[src/rtl/operand_fetch_stage_pkg.sv]
// Shared constants and types for the ID/EX operand fetch stage.
// Forward-select encoding and control bundle layout live here.
package operand_fetch_stage_pkg;

    localparam int DATA_W      = 32;
    localparam int ADDR_W      = 5;
    localparam int CTRL_BITS   = 16;
    localparam int HAZ_CNT_W   = 16;

    localparam logic [4:0] REG_ZERO = 5'd0;

    // Field offsets inside the opaque control bundle (decoded in EX only)
    localparam int CTRL_ALU_OP_LSB = 0;
    localparam int CTRL_ALU_OP_W   = 6;
    localparam int CTRL_BR_LSB     = 6;
    localparam int CTRL_BR_W       = 4;
    localparam int CTRL_MISC_LSB   = 10;
    localparam int CTRL_MISC_W     = 6;

    typedef enum logic [2:0] {
        FWD_ZERO = 3'd0,
        FWD_EX   = 3'd1,
        FWD_MEM  = 3'd2,
        FWD_WB   = 3'd3,
        FWD_RF   = 3'd4
    } fwd_sel_e;

endpackage

[src/rtl/operand_forward_mux.sv]
// Per-operand bypass selector: R0, then EX, MEM, WB writers, else register file.
module operand_forward_mux
    import operand_fetch_stage_pkg::*;
#(
    parameter int DW = DATA_W,
    parameter int AW = ADDR_W
) (
    input  logic [AW-1:0] addr,
    input  logic [DW-1:0] rf_data,
    input  logic          ex_fwd_en,
    input  logic [AW-1:0] ex_da,
    input  logic [DW-1:0] ex_result,
    input  logic          mem_rw,
    input  logic [AW-1:0] mem_da,
    input  logic [DW-1:0] mem_result,
    input  logic          wb_rw,
    input  logic [AW-1:0] wb_da,
    input  logic [DW-1:0] wb_data,
    output logic [DW-1:0] data
);

    fwd_sel_e sel_s;

    // Priority select; a matching address of R0 never reaches the writer checks
    always_comb begin
        sel_s = FWD_RF;
        if (addr == AW'(REG_ZERO)) begin
            sel_s = FWD_ZERO;
        end else if (ex_fwd_en && (ex_da == addr)) begin
            sel_s = FWD_EX;
        end else if (mem_rw && (mem_da == addr)) begin
            sel_s = FWD_MEM;
        end else if (wb_rw && (wb_da == addr)) begin
            sel_s = FWD_WB;
        end else begin
            sel_s = FWD_RF;
        end
    end

    // Data steering for the chosen source
    always_comb begin
        case (sel_s)
            FWD_ZERO: data = {DW{1'b0}};
            FWD_EX:   data = ex_result;
            FWD_MEM:  data = mem_result;
            FWD_WB:   data = wb_data;
            FWD_RF:   data = rf_data;
            default:  data = rf_data;
        endcase
    end

endmodule

[src/rtl/operand_fetch_stage.sv]
// ID/EX stage: register-file addressing, operand forwarding, load-use stall,
// ID/EX pipeline register with valid/ready handshake and saturating stall counter.
module operand_fetch_stage
    import operand_fetch_stage_pkg::*;
#(
    parameter int DW     = DATA_W,
    parameter int AW     = ADDR_W,
    parameter int CTRL_W = CTRL_BITS,
    parameter int CNT_W  = HAZ_CNT_W
) (
    input  logic              clk,
    input  logic              rst_n,
    input  logic              id_valid,
    output logic              id_ready,
    input  logic [AW-1:0]     id_aa,
    input  logic [AW-1:0]     id_ba,
    input  logic [AW-1:0]     id_da,
    input  logic              id_rw,
    input  logic              id_mr,
    input  logic [CTRL_W-1:0] id_ctrl,
    output logic [AW-1:0]     rf_aa,
    output logic [AW-1:0]     rf_ba,
    input  logic [DW-1:0]     rf_a,
    input  logic [DW-1:0]     rf_b,
    input  logic [DW-1:0]     ex_result,
    input  logic [AW-1:0]     mem_da,
    input  logic              mem_rw,
    input  logic [DW-1:0]     mem_result,
    input  logic [AW-1:0]     wb_da,
    input  logic              wb_rw,
    input  logic [DW-1:0]     wb_data,
    input  logic              flush,
    input  logic              ex_ready,
    output logic              ex_valid,
    output logic [DW-1:0]     ex_a,
    output logic [DW-1:0]     ex_b,
    output logic [AW-1:0]     ex_da,
    output logic              ex_rw,
    output logic              ex_mr,
    output logic [CTRL_W-1:0] ex_ctrl,
    output logic [CNT_W-1:0]  hazard_cnt
);

    logic              ex_valid_r;
    logic [DW-1:0]     ex_a_r;
    logic [DW-1:0]     ex_b_r;
    logic [AW-1:0]     ex_da_r;
    logic              ex_rw_r;
    logic              ex_mr_r;
    logic [CTRL_W-1:0] ex_ctrl_r;
    logic [CNT_W-1:0]  hazard_cnt_r;

    logic              ex_fwd_en_s;
    logic              hazard_s;
    logic              handshake_s;
    logic [DW-1:0]     fwd_a_s;
    logic [DW-1:0]     fwd_b_s;

    assign rf_aa = id_aa;
    assign rf_ba = id_ba;

    // A load in EX has no result yet, so it is never a bypass source
    assign ex_fwd_en_s = ex_valid_r & ex_rw_r & ~ex_mr_r;

    assign hazard_s = id_valid & ex_valid_r & ex_mr_r & ex_rw_r
                    & (ex_da_r != AW'(REG_ZERO))
                    & ((ex_da_r == id_aa) | (ex_da_r == id_ba));

    assign id_ready    = ex_ready & ~hazard_s;
    assign handshake_s = id_valid & id_ready;

    operand_forward_mux #(.DW(DW), .AW(AW)) u_fwd_a (
        .addr       (id_aa),
        .rf_data    (rf_a),
        .ex_fwd_en  (ex_fwd_en_s),
        .ex_da      (ex_da_r),
        .ex_result  (ex_result),
        .mem_rw     (mem_rw),
        .mem_da     (mem_da),
        .mem_result (mem_result),
        .wb_rw      (wb_rw),
        .wb_da      (wb_da),
        .wb_data    (wb_data),
        .data       (fwd_a_s)
    );

    operand_forward_mux #(.DW(DW), .AW(AW)) u_fwd_b (
        .addr       (id_ba),
        .rf_data    (rf_b),
        .ex_fwd_en  (ex_fwd_en_s),
        .ex_da      (ex_da_r),
        .ex_result  (ex_result),
        .mem_rw     (mem_rw),
        .mem_da     (mem_da),
        .mem_result (mem_result),
        .wb_rw      (wb_rw),
        .wb_da      (wb_da),
        .wb_data    (wb_data),
        .data       (fwd_b_s)
    );

    // ID/EX pipeline register: flush beats load/bubble; stall holds everything
    always_ff @(posedge clk) begin
        if (!rst_n) begin
            ex_valid_r <= 1'b0;
            ex_a_r     <= {DW{1'b0}};
            ex_b_r     <= {DW{1'b0}};
            ex_da_r    <= {AW{1'b0}};
            ex_rw_r    <= 1'b0;
            ex_mr_r    <= 1'b0;
            ex_ctrl_r  <= {CTRL_W{1'b0}};
        end else if (flush) begin
            ex_valid_r <= 1'b0;
            ex_rw_r    <= 1'b0;
            ex_mr_r    <= 1'b0;
        end else if (ex_ready) begin
            if (handshake_s) begin
                ex_valid_r <= 1'b1;
                ex_a_r     <= fwd_a_s;
                ex_b_r     <= fwd_b_s;
                ex_da_r    <= id_da;
                ex_rw_r    <= id_rw;
                ex_mr_r    <= id_mr;
                ex_ctrl_r  <= id_ctrl;
            end else begin
                ex_valid_r <= 1'b0;
                ex_rw_r    <= 1'b0;
                ex_mr_r    <= 1'b0;
            end
        end
    end

    // Load-use stall counter, sticks at all-ones
    always_ff @(posedge clk) begin
        if (!rst_n) begin
            hazard_cnt_r <= {CNT_W{1'b0}};
        end else if (hazard_s && ex_ready && (hazard_cnt_r != {CNT_W{1'b1}})) begin
            hazard_cnt_r <= hazard_cnt_r + {{(CNT_W-1){1'b0}}, 1'b1};
        end
    end

    assign ex_valid   = ex_valid_r;
    assign ex_a       = ex_a_r;
    assign ex_b       = ex_b_r;
    assign ex_da      = ex_da_r;
    assign ex_rw      = ex_rw_r;
    assign ex_mr      = ex_mr_r;
    assign ex_ctrl    = ex_ctrl_r;
    assign hazard_cnt = hazard_cnt_r;

endmodule

[config.mk]
export PLATFORM = sky130hd
export DESIGN_NAME = operand_fetch_stage
export DESIGN_NICKNAME = d
export VERILOG_FILES = /design/src/rtl/operand_fetch_stage_pkg.sv /design/src/rtl/operand_forward_mux.sv /design/src/rtl/operand_fetch_stage.sv
export SDC_FILE = /design/constraint.sdc
export NUM_CORES = 1
export LEC_CHECK = 0
export ABC_AREA = 1
export BUFFER_PORTS_ARGS = -buffer_cell sky130_fd_sc_hd__buf_2
export CAP_MARGIN = 40
export CORE_UTILIZATION = 30
export DETAILED_ROUTE_END_ITERATION = 16
export PLACE_DENSITY = 0.61
export RECOVER_POWER = 25
export SLEW_MARGIN = 10
export SYNTH_ARGS = -nofsm -noshare
export SYNTH_HDL_FRONTEND = slang
export SYNTH_SLANG_ARGS = --single-unit
[constraint.sdc]
create_clock -name clk -period 4.7 [get_ports clk]
set_input_delay 0.705 -clock clk [delete_from_list [all_inputs] [get_ports clk]]
set_output_delay 0.705 -clock clk [all_outputs]
set_load 0.1 [all_outputs]
==> metrics <==
status=complete, no violations; fin. max-slew vios=0; commonest non-fill, non-tap cell in the layout=nand2_1; final worst slack=1.96 ns; Post-Syn Nets=1398; fmax=0.365 GHz; placed instance count=1730; Worst setup startpoint=ex_da[1]$_SDFFE_PN0P_; Worst Tran Pin Value=1.26 ns; Buffers on Ports=324; DP HPWL=22600 µm; largest family of logic cells by synthesized area=simple AND/OR/NAND/NOR gates; relative slew slack=0.165; CTS resizes=0; H-Tree Depth=3; number of warnings issued by yosys=0; first-pass GRT wire length=45800 µm; WL per Instance=17.2 µm; skew final=0.0120 ns; setup bufs post-CTS=0; R2R Path Start=ex_da[1]$_SDFFE_PN0P_; crit path max fanout=26; most frequent cells in the layout=nand2_1 (394), buf_2 (274), nor2_1 (154); worst hold path class=reg -> reg; reg-to-reg slack, setup=1.96 ns; Vias/cell=5.06; Worst Hold Path Cells=2; Vias=8869; cts bufs inserted=9; site row count=55; Setup violations, final=0; Compound-Gate Fraction of Synth Area=0.0876; TritonCTS clock tree=yes; critical path class=reg -> reg; Starting Density=0.306; Setup crit end kind=flop; Die X=154 µm; clk_lat worst skew=0.36 ns; initial antenna violation count=11; Adder-Cell Fraction of Synth Area=0.00180; reg2reg path depth=13; Place WS=1.51 ns; placer congestion estimate=0.933; Lkg Pwr=0.00420 µW; DRC viols=0; Yosys reg bits=104; max-cap check violation count=0; Final #Nets=1668; Hold-fix buffers, CTS=0; mux contribution to synthesized area=0; sequential share of the synthesized area=0.299; largest net degree at the start of global routing=56; Synth-to-Final Area Change=29.2%; min Tclk post-route=2.74 ns; Hold Vio Cnt, Final=0; total gr overflow=0; fin crit share=0.584; die area=23800 µm²; simple logic cell fraction of the synthesized area=0.493; drt pass-1 iters=6; Avg Cell Area, Syn=5.86 µm²; HP Start=ex_ctrl[12]$_SDFFE_PN0P_; share of layout cells above drive strength 1=0.239; CTS max path bufs=2; vias in the first global route=8289; non-filler cells, final=1754; synthesized instance count=1187; PD cells=263 nW/µm²; Initial DRC Count=610; Peak supply drop=0.165 mV; # IOs=325; Data required, critical path=4.93 ns; Startpoint Class=flop; RSZ-0062 raised after global routing=false; Netlist Area Pre-Place=6960 µm²; critical path data arrival time=2.97 ns; Clock Tree Root=clkbuf_16; Routed Antenna Nets=0; clk sink count=104; final wirelength=30100 µm; Synth cell types=26; Tot GR Track Use=0.247; DIE HEIGHT=154 µm; core area=22700 µm²; CTS clk-pin slew, worst paths=0.08 ns; setup TNS=0 ns; xor-xnor portion of the synthesized cell area=0.0189
-- sequential cells by signal, summed over array words and instances (netlist names) --
name        flops
ex_valid        1
ex_mr           1
ex_da           5
ex_b           32
hazard_cnt     16
ex_rw           1
ex_a           32
ex_ctrl        16
-- where the power goes --
group	switching [µW]	total (µW)	internal [µW]
Combinational	502	662	160
Clock	398	774	376
Sequential	20.2	930	910
-- kinds of logic after synthesis --
logic type                 Yosys count
AOI/OAI and AO/OA                  121
xor gates and xnor gates            15
adders and majority gates            1
buffers and inverters              158
DFF                                104
and+or+nand+nor                    788
-- worst max-delay path, cell delays in order (launching register included) --
cell and delay (ns):
dfxtp_1 0.45, inv_1 0.15, nand2_1 0.08, nand2_1 0.05, nor2_1 0.16, nand3_1 0.09
nand2_1 0.10, nand2_1 0.09, nand4_1 0.09, clkbuf_1 0.65, buf_4 0.40, nor2_1 0.08
nand2_1 0.14, a21oi_1 0.08
-- final timing paths --
kind	end
max	ex_b[0]$_SDFFE_PN0P_
min	ex_ctrl[12]$_SDFFE_PN0P_
max reg2reg	ex_b[0]$_SDFFE_PN0P_
min reg2reg	ex_ctrl[12]$_SDFFE_PN0P_
-- synth_stat cells (all sizes together) --
| library cell | number | area share |
|---|---|---|
| nand2 | 394 | 0.21 |
| nor2 | 165 | 0.091 |
| dfxtp | 104 | 0.30 |
| nand4 | 104 | 0.094 |
| nand3 | 103 | 0.075 |
| a21oi | 97 | 0.070 |
| inv | 69 | 0.037 |
| buf | 51 | 0.042 |
| clkbuf | 37 | 0.020 |
| o21ai | 24 | 0.018 |
| or2 | 12 | 0.011 |
| xor2 | 9 | 0.011 |
| xnor2 | 6 | 0.0076 |
| nor3 | 5 | 0.0036 |
| nor4 | 5 | 0.0054 |
| clkinv | 1 | 0.00054 |
| ha | 1 | 0.0018 |
-- final cells by class --
class	count	area (µm²)
timing repair buffer	347	1760
clock inverter	7	70.1
fill	2628	13700
multi-input combinational	925	4210
tap	285	357
sequential	104	2080
inverter	70	264
antenna	7	17.5
clock buffer	9	225
-- through the flow --
step	utilization	hold WS (ns)	power, µW	instance area, µm²
3_5_place_dp	0.385	0.453	1610	8740
6_report	0.396	0.467	2370	8990
4_1_cts	0.398	0.466	2390	9030
2_1_floorplan	-	0.849	1400	6960
3_3_place_gp	0.384	0.450	1610	8710
5_1_grt	0.395	0.482	2460	8980
-- routing by layer --
layer  part of all wire  routed length (µm)  up-vias  global-route usage
met3              0.079                2400       50              0.0608
met4              0.022                 650        8              0.0764
li1                   -                   -     4429                   -
met5             0.0015                  45        -                   0
met1               0.44               13200     3996               0.312
met2               0.46               13900      386               0.415
Note: power is estimated with default switching activity, not from simulation.
